==> config.mk <==
export PLATFORM = sky130hd
export DESIGN_NAME = demux_1to4_stream
export DESIGN_NICKNAME = d
export VERILOG_FILES = /design/src/rtl/demux_1to4_stream.sv
export SDC_FILE = /design/constraint.sdc
export NUM_CORES = 1
export LEC_CHECK = 0
export CAP_MARGIN = 10
export CORE_ASPECT_RATIO = 0.9
export CORE_MARGIN = 1.5
export CORE_UTILIZATION = 45
export CTS_CLUSTER_SIZE = 10
export DETAILED_ROUTE_END_ITERATION = 7
export PLACE_DENSITY = 0.88
export SKIP_CTS_REPAIR_TIMING = 1
export SYNTH_ARGS = -nofsm -noshare
export SYNTH_HDL_FRONTEND = slang
export SYNTH_SLANG_ARGS = --single-unit
==> constraint.sdc <==
create_clock -name clk -period 3.5 [get_ports clk]
set_input_delay 0.35 -clock clk [delete_from_list [all_inputs] [get_ports clk]]
set_output_delay 0.35 -clock clk [all_outputs]
set_load 0.01 [all_outputs]
==> src/rtl/demux_1to4_stream.sv <==
// rtl/demux_1to4_stream.sv - registered 1-to-4 stream demux with explicit or round-robin lane steering
module demux_1to4_stream #(
    parameter int WIDTH = 8
) (
    input  logic               clk,
    input  logic               rst,
    input  logic [WIDTH-1:0]   in_data,
    input  logic [1:0]         in_sel,
    input  logic               rr_mode,
    input  logic               in_valid,
    output logic               in_ready,
    output logic [4*WIDTH-1:0] out_data,
    output logic [3:0]         out_valid,
    input  logic [3:0]         out_ready,
    output logic [1:0]         rr_ptr
);

    logic [4*WIDTH-1:0] out_data_q, out_data_d;
    logic [3:0]         out_valid_q, out_valid_d;
    logic [1:0]         rr_ptr_q, rr_ptr_d;
    logic [1:0]         tgt;
    logic               in_fire;

    assign tgt      = rr_mode ? rr_ptr_q : in_sel;
    // A lane draining this cycle can take a new word on the same edge.
    assign in_ready = !out_valid_q[tgt] || out_ready[tgt];
    assign in_fire  = in_valid && in_ready;

    always_comb begin
        out_valid_d = out_valid_q & ~out_ready;
        out_data_d  = out_data_q;
        rr_ptr_d    = rr_ptr_q;
        for (int n = 0; n < 4; n++) begin
            if (in_fire && (tgt == 2'(n))) begin
                out_valid_d[n]               = 1'b1;
                out_data_d[n*WIDTH +: WIDTH] = in_data;
            end
        end
        if (in_fire && rr_mode) begin
            rr_ptr_d = rr_ptr_q + 2'd1;
        end
    end

    always_ff @(posedge clk) begin
        if (rst) begin
            out_data_q  <= '0;
            out_valid_q <= 4'b0000;
            rr_ptr_q    <= 2'd0;
        end else begin
            out_data_q  <= out_data_d;
            out_valid_q <= out_valid_d;
            rr_ptr_q    <= rr_ptr_d;
        end
    end

    assign out_data  = out_data_q;
    assign out_valid = out_valid_q;
    assign rr_ptr    = rr_ptr_q;

endmodule

* Yosys cells after proc, flatten, opt, wreduce, memory -nomap -nowiden *
Index checks and enable logic that the tools add are counted.
W data, S select, Z words.

word-level totals
  word-level logic and storage cells = 31
  input bits = 18
  register bits after elaboration = 38

operators by class
  bitwise logic cells = 2
  magnitude comparators = 1
  reductions and logical operators = 9
  add/subtract/negate cells = 1
  equal/unequal tests = 3
  mux-type cells = 9

operators by type and width
  kind                   count
  $logic_and A1 B1 Y1    6
  $mux W1                6
  $and A4 B4 Y4          1
  $bmux W1 S2            2
  $eq A2 B2 Y1 const B   2
  $not A4 Y4             1
  $lt A2 B3 Y1 const B   1
  $add A2 B1 Y2 const B  1
  $eq A2 B1 Y1 const B   1
  $logic_not A2 Y1       1
  $mux W2                1
  $logic_not A1 Y1       1
  $logic_or A1 B1 Y1     1

* Longest topological paths before layout *
  word-level depth = 8
  mapped depth = 5
  gate-level depth less buffers = 4

* Worst setup path before layout *
No wires, ideal clock.

  path kind = input -> register
  start = in rr_mode
  end = reg out_data_q[24], in the netlist out_data[24]
  buffers on the path = 1
  setup time = 0.128 ns
  stages on the path = 5
  arrival time = 1.358 ns
  slack = 2.014 ns
  data required time = 3.372 ns
  path through = mux2i_1 -> nand4bb_1 -> buf_2 -> mux2i_1 -> nor2_1

between the ends
  cells in the longest elaborated chain, start to end = 7
  elaborated cells on any way between the ends = 10
  those cells by class = eq/ne: 1; mux: 5; reduce/logical: 4

RTL lines
  what                           line  RTL
  from (decl)                    9     input logic rr_mode,
  $mux W2 *                      24    assign tgt = rr_mode ? rr_ptr_q : in_sel;
  $bmux W1 S2                    26    assign in_ready = !out_valid_q[tgt] || out_ready[tgt];
  $mux W1 (implied by the code)  26
  $logic_not A1 Y1               26
  $logic_or A1 B1 Y1             26
  $logic_and A1 B1 Y1            27    assign in_fire = in_valid && in_ready;
  $logic_and A1 B1 Y1 *          34    if (in_fire && (tgt == 2'(n))) begin
  to (signal assigned)           50    out_data_q <= out_data_d;
  to (decl)                      18    logic [4*WIDTH-1:0] out_data_q, out_data_d;

Mark *: on every way between the ends. The rest lies on a longest branch, timed or not. The select of a mux whose other input is x is not followed.
A chain may end at the register's enable or synchronous reset.

* Final worst setup path *
  start = in rr_mode
  end = out in_ready

between the ends
  cells in the longest elaborated chain, start to end = 5
  elaborated cells on any way between the ends = 7
  those cells by class = mux: 5; reduce/logical: 2

RTL lines
  what                           line  RTL
  $mux W2 *                      24
  $bmux W1 S2                    26
  $mux W1 (implied by the code)  26
  $logic_not A1 Y1               26
  $logic_or A1 B1 Y1 *           26
  to (decl)                      11    output logic in_ready,

Marks and branches as above.

==> impl_metrics.env <==
export IMPL_outcome="finished, final reports clean"
export IMPL_seq_power_share_pct=51.5
export IMPL_hp_start="out_data[28]"
export IMPL_final_common_cell="clkdlybuf4s50_1"
export IMPL_drive_above_1_share_pct=4.737
export IMPL_switchingPower_w=0.0002032
export IMPL_globalRouteTotalUtil_pct=21.14
export IMPL_gp_congestion=0.7471
export IMPL_rows=19
export IMPL_endpoint_kind="primary output"
export IMPL_worst_path_largest_cell_delay_ps=560
export IMPL_numCtsBuffers=5
export IMPL_worstHoldPathType="register to register"
export IMPL_reg2reg_from="rr_ptr[0]"
export IMPL_finClkSkew_ps=5.922
export IMPL_tns_ps=0
export IMPL_r2r_end="out_data[5]"
export IMPL_antenna_left=0
export IMPL_clk_pin_slew_ps=100
export IMPL_cp_start_kind="input port"
export IMPL_via_per_inst=5.103
export IMPL_slew_violations=0
export IMPL_cts_tree="done"
export IMPL_synth_area_leaders="dfxtp_1 (54%), mux2i_1 (26%), nor2_1 (8.5%)"
export IMPL_layout_nets=208
export IMPL_final_cell_mix="clkdlybuf4s50_1 (56), dfxtp_1 (38), mux2i_1 (36)"
export IMPL_placed_area_mm2=0.001988
export IMPL_leakagePower_nw=0.9685
export IMPL_grt_pass1_vias=1214
export IMPL_clock_sinks=38
export IMPL_timing_critical_path_buf_inv=2
export IMPL_worstSetupPathType="input port to primary output"
export IMPL_arrival_ps=2340
export IMPL_cts_path_max_buffers=2
export IMPL_firstDrtPassIters=4
export IMPL_detailed_place_hpwl_um=2321
export IMPL_grt_start_max_net_pins=39
export IMPL_design_area_mm2=0.002085
export IMPL_finalCriticalPeriod_ps=2689
export IMPL_hold_violations=0
export IMPL_fin_crit_sh_pct=76.83
export IMPL_synth_top_cell_area_share_pct=53.95
export IMPL_maxCapViolCount=0
export IMPL_yosys_warnings=0
export IMPL_critPathSlowestCell="clkdlybuf4s50_1"
export IMPL_whs_ps=502.4
export IMPL_pwr_share_clk_pct=33.6
export IMPL_worst_ep_required_time_ps=3150
export IMPL_grt_antenna_before_repair=0
export IMPL_worstMarginPinSlew_ps=724.0
export IMPL_p_int_w=0.0006912
export IMPL_io_pins=57
export IMPL_critical_path_top_delay_family="buffers and inverters"
export IMPL_fmax_ghz=0.3719
export IMPL_synth_net_count=152
export IMPL_core_region_area_mm2=0.003019
export IMPL_synth_yosys_seq_area_share_pct=53.95
export IMPL_grt_ovfl_total=0
export IMPL_synth_ff_latch_count=38
export IMPL_ir_worst_vdd_mv=0.2834
export IMPL_die_width_um=62.01
export IMPL_crit_fanout=6
export IMPL_pwr_share_comb_pct=14.9
export IMPL_htreeDepth=2
export IMPL_syn_area_per_cell_um2=10.52
export IMPL_port_buffers=56
export IMPL_path_cells="clkdlybuf4s50_1 > mux2i_2 > mux2i_1 > mux2i_1 > clkdlybuf4s50_1"
export IMPL_drt_total_wl_um=3391
export IMPL_reg2reg_slack_ps=1500
export IMPL_yosysTopAreaCell="dfxtp_1"
export IMPL_grt_pass1_wl_um=5402
export IMPL_place_inst=224
export IMPL_holdPathStages=2
export IMPL_drt_iter0_drc=37
export IMPL_drcViolationCount=0
export IMPL_yosysUniqueCellTypes=16
export IMPL_initial_core_util_pct=46.71
export IMPL_p_sw_share_pct=22.72
export IMPL_min_to="out_data[28]"
export IMPL_synthCells=134
export IMPL_powerDensity_mw_per_mm2=429.0
export IMPL_cts_root_buf="clkbuf_4"
export IMPL_rsz0062_at_grt="no"
export IMPL_finalNonFillerCells=232
export IMPL_slew_headroom_pct=51.46
export IMPL_die_area_mm2=0.003479
export IMPL_clk_latency_ps=340
export IMPL_syn_area_mm2=0.001410
export IMPL_areaGrowthSynthToFinish_pct=47.83
export IMPL_wl_per_cell_um=14.62
export IMPL_fp_dieH_um=56.11
export IMPL_r2r_cells=4
export IMPL_setup_viol=0
export IMPL_n_antenna_cell=0
export IMPL_via_count=1184
==> kinds of logic (layout without fill, tap and decap cells) <==
group | count (synthesis) | after routing | share of synthesized area (%)
simple gates | 43 | 43 | 14.02
buf+inv | 8 | 64 | 2.484
flops | 38 | 38 | 53.95
compound gates | 8 | 8 | 3.017
mux | 37 | 37 | 26.53
==> layer usage <==
layer | track usage [%] | vias up | routed length, µm
met1 | 25.44 | 554 | 1474
met4 | 9.119 | 0 | 61
met3 | 6.047 | 8 | 263
met2 | 34.08 | 54 | 1592
li1 | - | 568 | -
met5 | 0 | - | 0
==> worst register-to-register path: cells and delay by family (launching register included) <==
kind,cells,cell delay [ps]
flops,1,350
mux,2,800
simple gates,2,730
==> cell type report <==
class                      count  area, µm²
clock buffer                   6      51.30
multi-input combinational     88      614.3
timing repair buffer          57      575.6
tap                           42      52.55
fill                         230      934.6
clock inverter                 1      30.03
sequential                    38      760.7
==> stage by stage <==
| stage | util, % | setup slack, ps | total power (W) |
|---|---|---|---|
| after floorplan | - | 2014 | 0.0005312 |
| after global placement | 65.85 | 930.6 | 0.0005965 |
| after detailed placement | 65.85 | 854.5 | 0.0006006 |
| after CTS | 68.55 | 822.8 | 0.0008996 |
| after global routing | 69.04 | 716.3 | 0.0009345 |
| final | 69.04 | 811.0 | 0.0008943 |
==> power by group through the flow <==
stage	logic, W	registers, W	clock network [W]
6_report	0.000133	0.000461	0.000301
5_1_grt	0.000143	0.000463	0.000328
4_1_cts	0.000132	0.000461	0.000307
3_5_place_dp	0.000130	0.000470	0
3_3_place_gp	0.000127	0.000469	0
2_1_floorplan	0.0000535	0.000478	0
==> sequential cells by signal, summed over array words and instances, names as in the netlist <==
| register | cells |
|---|---|
| out_valid | 4 |
| rr_ptr | 2 |
| out_data | 32 |
==> how the worst max path moves through the flow <==
stage	start	endpoint	slack, ps	cells past startpoint
2_1_floorplan	rr_mode	out_data[24]	2010	5
3_3_place_gp	rr_mode	in_ready	930	5
3_5_place_dp	rr_mode	out_data[3]	850	5
4_1_cts	rr_mode	in_ready	820	5
5_1_grt	rr_mode	in_ready	720	5
6_report	rr_mode	in_ready	810	5
==> synthesized netlist by cell type (all sizes together) <==
cell,n
a21oi,6
buf,4
clkbuf,4
dfxtp,38
mux2i,37
nand2,1
nand2b,4
nand4,1
nand4b,2
nand4bb,1
nor2,32
o21ai,1
o31ai,1
or3,1
or4,1
Power figures use the tool's default switching activity.
